$ cat src/rtl/reg_74ls194.sv
// reg_74ls194: 4-bit bidirectional universal shift register (74LS194 style).
// Modes are selected by {s1_i, s0_i}: hold, shift toward Q3, shift toward Q0,
// and parallel load. Clear is synchronous and active-high. The cr_n_i pin name
// is kept for pin compatibility even though it is active-high.
// Bit n of the state register drives output Qn. Q0 is the left end and Q3 the right end.
module reg_74ls194 (
    input  logic gclk_i,   // clock (CP), rising edge
    input  logic cr_n_i,   // synchronous clear, active-high despite the name
    input  logic s0_i,     // mode select, low bit
    input  logic s1_i,     // mode select, high bit
    input  logic dsr_i,    // serial in at Q0 during shift right
    input  logic dsl_i,    // serial in at Q3 during shift left
    input  logic d0_i,
    input  logic d1_i,
    input  logic d2_i,
    input  logic d3_i,
    output logic q0_o,
    output logic q1_o,
    output logic q2_o,
    output logic q3_o
);

    typedef enum logic [1:0] {
        MODE_HOLD  = 2'b00,
        MODE_SHR   = 2'b01,
        MODE_SHL   = 2'b10,
        MODE_LOAD  = 2'b11
    } mode_e;

    logic [3:0] q_q;
    logic [3:0] q_d;
    mode_e      mode;

    assign mode = mode_e'({s1_i, s0_i});

    // Next-state selection. An unknown mode select falls into the default branch,
    // so the register holds in simulation.
    always_comb begin
        q_d = q_q;
        case (mode)
            MODE_HOLD: q_d = q_q;
            MODE_SHR:  q_d = {q_q[2:0], dsr_i};       // Q0 <- DSr, Qn <- Qn-1
            MODE_SHL:  q_d = {dsl_i, q_q[3:1]};       // Q3 <- DSl, Qn <- Qn+1
            MODE_LOAD: q_d = {d3_i, d2_i, d1_i, d0_i};
            default:   q_d = q_q;
        endcase
    end

    // State register. Clear takes priority over every mode.
    always_ff @(posedge gclk_i) begin
        if (cr_n_i) q_q <= 4'b0000;
        else        q_q <= q_d;
    end

    assign q0_o = q_q[0];
    assign q1_o = q_q[1];
    assign q2_o = q_q[2];
    assign q3_o = q_q[3];

endmodule

$ cat config.mk
export PLATFORM = sky130hd
export DESIGN_NAME = reg_74ls194
export DESIGN_NICKNAME = d
export VERILOG_FILES = /design/src/rtl/reg_74ls194.sv
export SDC_FILE = /design/constraint.sdc
export NUM_CORES = 1
export LEC_CHECK = 0
export CAP_MARGIN = 40
export CORE_AREA = 4 4 41 43
export CTS_CLUSTER_SIZE = 40
export DETAILED_ROUTE_END_ITERATION = 8
export DIE_AREA = 0 0 45 47
export GPL_TIMING_DRIVEN = 0
export RECOVER_POWER = 50
export SYNTH_ARGS = -nofsm -noshare
export SYNTH_HDL_FRONTEND = slang
export SYNTH_SLANG_ARGS = --single-unit
export TNS_END_PERCENT = 1
$ cat constraint.sdc
create_clock -name gclk_i -period 1.2 [get_ports gclk_i]
set_input_delay 0.24 -clock gclk_i [delete_from_list [all_inputs] [get_ports gclk_i]]
set_output_delay 0.24 -clock gclk_i [all_outputs]
set_load 0.02 [all_outputs]
Word-level counts from Yosys, hierarchy flattened
Cells that the tools add are included.
{"block": "word_totals", "output_inout_bits": 4, "ff_bits": 4, "word_cells": 6}
{"block": "classes", "reduce_logical": 1, "mux": 1, "eq_ne": 3}
{"op": "one-hot mux 4 bit (3 select lines)", "n": 1}
{"op": "equality test 2 bit, second input constant", "n": 2}
{"op": "equality test 2 x 1 -> 1 bit, second input constant", "n": 1}
{"op": "zero test 2 bit", "n": 1}

Logic depth before layout (Yosys ltp)
Gate-level depths: netlist of run 1.
{"block": "depth", "depth_word": 2, "depth_mapped": 2, "mapped_depth_nobuf": 2}

Least setup slack after synthesis of run 1
No wires, ideal clock.
{"block": "synth_timing", "kind": "register -> register", "from": "register q_q[1]", "to": "register q_q[0]", "path_stages_with_launch": 3, "arrival_ns": 0.990, "setup_time_ns": 0.114, "required_ns": 1.086, "synth_period_minus_slack_ns": 1.104, "path_slack_ns": 0.096, "cell_sequence": "dfxtp_1 mux4_1 nor2b_1"}
{"block": "synth_between", "elab_chain_cells": 1}
{"item": "from (decl)", "line": "30", "source": "logic [3:0] q_q;"}
{"item": "from (signal assigned)", "line": "52", "source": "else q_q <= q_d;"}
{"item": "one-hot mux 4 bit (3 select lines)", "line": "40", "source": "case (mode)"}
No other way between the ends.
A chain may end at the register's enable or synchronous reset.

Final worst setup path of run 1
{"block": "layout_timing", "from": "register q_q[2]", "to": "output port q2_o"}
{"item": "to (decl)", "line": "19", "source": "output logic q2_o,"}
No word-level cell between the ends.

==> metrics.csv, run 1 <==
stage,metric,value,unit
sta,Peak Freq,0.862,GHz
route,routed vias/inst,4.16,
placement,Post-Place Worst Slack,-0.462,ns
die,num rows,13,
route,total number of vias,179,
global_routing,total grt overflow,0,
layout,most frequent cells in the layout,"clkdlybuf4s50_1 (7), nor2b_1 (4), dlygate4sd2_1 (4), dfxtp_1 (4)",
die,Die ar.,2120,sq um
clock_network,clock sinks,4,
yosys,Netlist cell types,4,
outcome,outcome,"complete, no violations",
sta,final setup violation count,0,
placement,HPWL Detailed,422,um
sta,slew margin rel.,0.852,
layout,fin area,365,sq um
placement,GPL Wtd Cong,0.698,
clock_network,clock buffer count from CTS,3,
critical_path,worst reg2reg setup slack,0.15,ns
clock_network,"CTS clk-pin slew, worst paths",0.04,ns
route,drt total wl,485,um
flow_run,maximum capacitance violations,0,
layout,fin cells,43,
yosys,synth warn,0,
route,first-iteration detailed-routing DRC count,0,
layout,diodes inserted,0,
route,antenna-violating nets left,0,
clock_network,CTS H-Tree Depth,1,
route,drt wl/cell,11.3,um
global_routing,overall track demand over capacity in global routing,0.0620,
power,Pleak,0.000149,uW
sta,clk_skew,0.00132,ns
layout,Biggest register,q_q,
route,DRT Pass-1 Iters,1,
critical_path,"Worst Path Class, Setup",reg -> out,
layout,layout cell share with drive strength beyond 1,0.214,
yosys,Synth Instances,12,
sta,Slew @ Worst Pin,0.223,ns
layout,Largest register FFs,4,
yosys,post-synth top area share,0.403,
critical_path,critical path peak fanout,4,
critical_path,"slowest stage delay, CP",0.36,ns
sta,final setup margin,0.0404,ns
clock_network,CTS Buffer Depth,2,
yosys,Syn Nets,22,
yosys,Synth Area per Inst,16.6,sq um
clock_network,clock network latency to the later pin of the worst-skew pair,0.23,ns
layout,fin nets,40,
clock_network,CTS tree,built,
die,number of I/O pins,14,
global_routing,vias in the first global route,234,
layout,Util after Layout,0.281,
critical_path,Startpoint Class,flip-flop,
critical_path,Setup crit end kind,primary output,
route,DRC viols,0,
die,DIE WIDTH,45,um
critical_path,Top delay family on crit path,flip-flops,
layout,Layout Area Growth over Synthesis,83.6,%
sta,worst hold slack,0.628,ns
sta,Fin. Hold Viols,0,
power,PD cells,1090,nW/um^2
placement,placed insts,40,
yosys,register area share after synthesis,0.403,
min_path,worst hold path class,in -> reg,
critical_path,Worst EP required,0.96,ns
clock_network,# hold bufs at CTS,0,
critical_path,worst-path cell chain,clkdlybuf4s15_1,
power,maximum VDD drop,0.509,mV
sta,"Slew Viols, Final",0,
yosys,Yosys reg bits,4,
die,die height,47,um
critical_path,critical path arrival,0.92,ns
die,Starting Density,0.153,
sta,RSZ-0062 raised after global routing,false,
sta,fin crit period,1.16,ns
yosys,"top cells by area, synth","dfxtp_1 (40%), mux4_2 (34%), mux4_1 (13%)",
global_routing,first-pass GRT wire length,862,um
placement,area of placed instances,348,sq um
yosys,Post-Syn Area,199,sq um
yosys,dominant cell type by area after synthesis,dfxtp_1,
sta,final worst-path cycle share,0.966,
layout,biggest regs,q_q (4),
placement,Port Buffers,13,
critical_path,Worst Path Buf+Inv,1,
critical_path,CP max stage cell,dfxtp_1,
clock_network,root buf cell,clkbuf_4,
die,core area,1300,sq um
layout,"commonest non-fill, non-tap cell in the layout",clkdlybuf4s50_1,
global_routing,largest net degree at the start of global routing,5,
global_routing,initial antenna violation count,0,
## cell families after synthesis
| family | synth area share |
|---|---|
| and+or+nand+nor | 0.126 |
| DFF | 0.403 |
| muxes | 0.472 |
## synthesized netlist by cell type
cell type / instances
dfxtp_1: 4
mux4_1: 1
mux4_2: 3
nor2b_1: 4
## report_power, final
group	total, uW	switching, uW	internal (uW)	leakage [uW]
Clock	163	51.2	112	0.0000138
Sequential	150	6.91	143	0.0000329
Combinational	85.2	28.2	57.0	0.000102
Total	398	86.2	311	0.000149
## per-stage QoR
step / total power, uW / setup TNS (ns)
floorplan: 189 / 0
global placement: 244 / -1.64
detailed placement: 246 / -1.71
CTS: 408 / 0
global route: 418 / 0
finish: 398 / 0
## what timing repair did
action | in CTS | in global routing
endpoints found under the setup margin | 8 | 1
resized for setup | 7 | 1
buffers inserted | 0 | 0
## area by class of cell
class                           count  area [sq um]
Clock buffer                        3          22.5
Timing Repair Buffer               13           125
Tap cell                           15          18.8
Fill cell                         136           936
Sequential cell                     4          80.1
Multi-Input combinational cell      8           119
## layer usage
layer / global-route usage / share of wire
met2: 0.107 / 0.53
met5: 0 / 0
met1: 0.0486 / 0.33
met4: 0.0702 / 0.0082
met3: 0.0268 / 0.12
## final timing paths
path / to / cells after the start / from
max: q2_o / 1 / q_q[2]
min: q_q[0] / 3 / s0_i
max reg2reg: q_q[0] / 2 / q_q[1]
min reg2reg: q_q[0] / 2 / q_q[0]
## tightest hold or removal path: stages
cell and delay [ns]:
dlygate4sd2_1 0.29, mux4_1 0.17, nor2b_1 0.12
Note: power is estimated with default switching activity, not from simulation.
==> inputs of run 2 (changes only) <==
Settings changed: ABC_AREA set to 1.
Clock period 1.2 ns to 1.5 ns, I/O delays scaled along.
==> metrics.csv, run 2 <==
stage,metric,value,unit,change
outcome,outcome,"complete, no violations",,
global_routing,total grt overflow,0,,unchanged
placement,GPL Wtd Cong,0.666,,-4.6%
power,internal power,244,uW,-22%
clock_network,clock network latency to the later pin of the worst-skew pair,0.23,ns,about the same
route,met3 wire length,78,um,+30%
clock_network,clock sinks,4,,unchanged
route,antenna-violating nets left,0,,unchanged
clock_network,clock buffer count from CTS,3,,unchanged
layout,Largest register FFs,4,,unchanged
route,drt wl/cell,8.97,um,-20%
layout,"commonest non-fill, non-tap cell in the layout",nor2_1,,
yosys,"count leader, synth",nor2_1,,
critical_path,Worst Path Buf+Inv,2,,+1
power,PD cells,836,nW/um^2,-23%
global_routing,initial antenna violation count,0,,unchanged
placement,area of placed instances,388,sq um,+12%
layout,Layout Area Growth over Synthesis,65.4,%,
global_routing,vias in the first global route,269,,+15%
sta,final worst-path cycle share,0.849,,
layout,layout cell share with drive strength beyond 1,0.0893,,-0.125
sta,Peak Freq,0.785,GHz,
global_routing,first-pass GRT wire length,966,um,+12%
clock_network,postcts setup bufs,0,,unchanged
critical_path,Startpoint Class,input port,,
yosys,top cells by instance count after synthesis,"nor2_1 (9), nand3_1 (7), inv_1 (6), nand2_1 (6)",,
layout,diodes inserted,0,,unchanged
layout,fin area,395,sq um,+8.2%
power,Switching Power,86.5,uW,+0.33%
yosys,Syn Nets,50,,+130%
power,Switching Fraction,0.262,,+0.0449
yosys,Synth Instances,40,,+28
layout,filler cell count,157,,+15%
yosys,Yosys reg bits,4,,unchanged
sta,RSZ-0062 raised after global routing,false,,
layout,most frequent cells in the layout,"nor2_1 (9), clkdlybuf4s50_1 (8), nand3_1 (7)",,
yosys,synth warn,0,,unchanged
route,drt total wl,637,um,+31%
layout,Biggest register,q_q,,
critical_path,Top delay family on crit path,buffers and inverters,,
global_routing,overall track demand over capacity in global routing,0.0671,,+0.00508
die,num rows,13,,unchanged
clock_network,CTS H-Tree Depth,1,,unchanged
sta,final setup violation count,0,,unchanged
clock_network,"CTS clk-pin slew, worst paths",0.03,ns,about the same
layout,storage element area,80.1,sq um,unchanged
sta,Slew @ Worst Pin,0.259,ns,+0.0366 ns
die,core area,1300,sq um,unchanged
sta,Final TNS setup,0,ns,unchanged
layout,fin cells,71,,+65%
critical_path,CP max stage cell,dlygate4sd3_1,,
min_path,worst hold path class,reg -> reg,,
yosys,async set or reset register ratio after synthesis,0,,unchanged
critical_path,worst-path cell chain,"dlygate4sd3_1, inv_2, nand2_4, nand3_1, nor2_1, nor2_1",,
critical_path,critical path arrival,1.39,ns,+0.47 ns
route,DRT Pass-1 Iters,2,,+1
yosys,Synth Area per Inst,5.97,sq um,-64%
die,die height,47,um,unchanged
yosys,dominant cell type by area after synthesis,dfxtp_1,,
yosys,Post-Syn Area,239,sq um,+20%
die,Die ar.,2120,sq um,unchanged
power,Comb power frac,0.246,,+0.032
route,DR WL met2,240,um,-6.6%
route,top layer used by detailed routing,met4,,
critical_path,"Worst Path Class, Setup",in -> reg,,
placement,HPWL Detailed,497,um,+18%
clock_network,# resized after CTS,2,,-5
clock_network,root buf cell,clkbuf_4,,
sta,fin crit period,1.27,ns,
sta,Fin. Hold Viols,0,,unchanged
clock_network,CTS tree,built,,
yosys,Main synth FF type,dfxtp_1,,
layout,fin nets,68,,+70%
placement,placed insts,68,,+70%
die,number of I/O pins,14,,unchanged
power,Pleak,0.000183,uW,+23%
layout,biggest regs,q_q (4),,
yosys,Netlist cell types,10,,+6
power,fraction of power consumed by the clock network,0.385,,-0.025
die,Starting Density,0.184,,+0.0308
critical_path,critical path peak fanout,7,,+3
sta,clk_skew,0.000547,ns,-0.000769 ns
power,maximum VDD drop,0.359,mV,-29%
layout,Util after Layout,0.304,,+0.0231
yosys,register area share after synthesis,0.335,,-0.0674
route,routed vias/inst,3.89,,-6.6%
die,DIE WIDTH,45,um,unchanged
clock_network,CTS Buffer Depth,2,,unchanged
route,DRC viols,0,,unchanged
global_routing,largest net degree at the start of global routing,8,,+3
critical_path,Worst EP required,1.62,ns,+0.66 ns
sta,slew margin rel.,0.828,,-0.0236
route,M1 wire length,307,um,+90%
yosys,"EDFF count, synth",0,,unchanged
route,first-iteration detailed-routing DRC count,1,,+1
critical_path,Setup crit end kind,flip-flop,,
yosys,"top cells by area, synth","dfxtp_1 (34%), nand3_1 (15%), nor2_1 (14%)",,
flow_run,maximum capacitance violations,0,,unchanged
clock_network,# hold bufs at CTS,0,,unchanged
sta,"Slew Viols, Final",0,,unchanged
critical_path,"Top cell by count, worst path",nor2_1,,
placement,Port Buffers,13,,unchanged
power,sequential share of power,0.369,,-0.007
critical_path,"slowest stage delay, CP",0.65,ns,+0.29 ns
layout,area occupied by multi-input gates,133,sq um,+12%
yosys,post-synth top area share,0.335,,-0.0674
route,total number of vias,276,,+54%
-- run 2: cell count changes in the layout (fill, tap and decap cells not counted), moves of 2 or more --
cell	delta
clkbuf_1	+2
clkdlybuf4s15_1	-2
dlygate4sd2_1	-2
inv_1	+6
mux4_2	-3
nand2_1	+6
nand3_1	+7
nor2_1	+9
nor2b_1	-4
o21ai_0	+4
-- run 2: worst paths after layout --
path	slack, ns	end	startpoint	cells past startpoint
max reg2reg	0.79	q_q[2]	q_q[1]	4
min	0.54	q_q[3]	q_q[3]	2
max	0.23	q_q[1]	s1_i	6
min reg2reg	0.54	q_q[3]	q_q[3]	2
-- run 2: cell families after synthesis --
logic type / count (synthesis) / synth area share
and+or+nand+nor: 23 / 0.429
AOI/OAI and AO/OA: 6 / 0.126
DFF: 4 / 0.335
buffers and inverters: 7 / 0.110
-- run 2: power groups by stage --
stage | logic, uW | clock network [uW] | registers, uW
floorplan | 31.5 | 0 | 133
global placement | 90.5 | 0 | 124
detailed placement | 90.5 | 0 | 124
CTS | 88.4 | 136 | 122
global route | 90.1 | 138 | 123
finish | 81.2 | 127 | 122
-- run 2: through the flow --
stage / worst slack, ns / hold slack (ns) / power (uW)
finish: 0.226 / 0.537 / 331
detailed placement: 0.0664 / 0.539 / 215
CTS: 0.00472 / 0.543 / 347
global placement: 0.0617 / 0.539 / 215
global route: 0.134 / 0.584 / 351
floorplan: 0.728 / 0.489 / 165
-- run 2: tightest hold or removal path, stage by stage, from the launching register on --
cell	delay (ns)
dfxtp_1	0.31
o21ai_1	0.13
a21oi_1	0.05
-- run 2: metal layers --
metal  GRT usage  vias up
met5           0        -
met4      0.0877        0
met3      0.0192        2
met2      0.0904        9
met1      0.0748      106
li1            -      159
-- run 2: final cells by class --
class | instances | share of cell area
multi-input cells | 29 | 0.335
repair buffers | 13 | 0.291
flip-flops and latches | 4 | 0.203
inverters | 7 | 0.0665
clock buffers | 3 | 0.0570
well taps | 15 | 0.0475
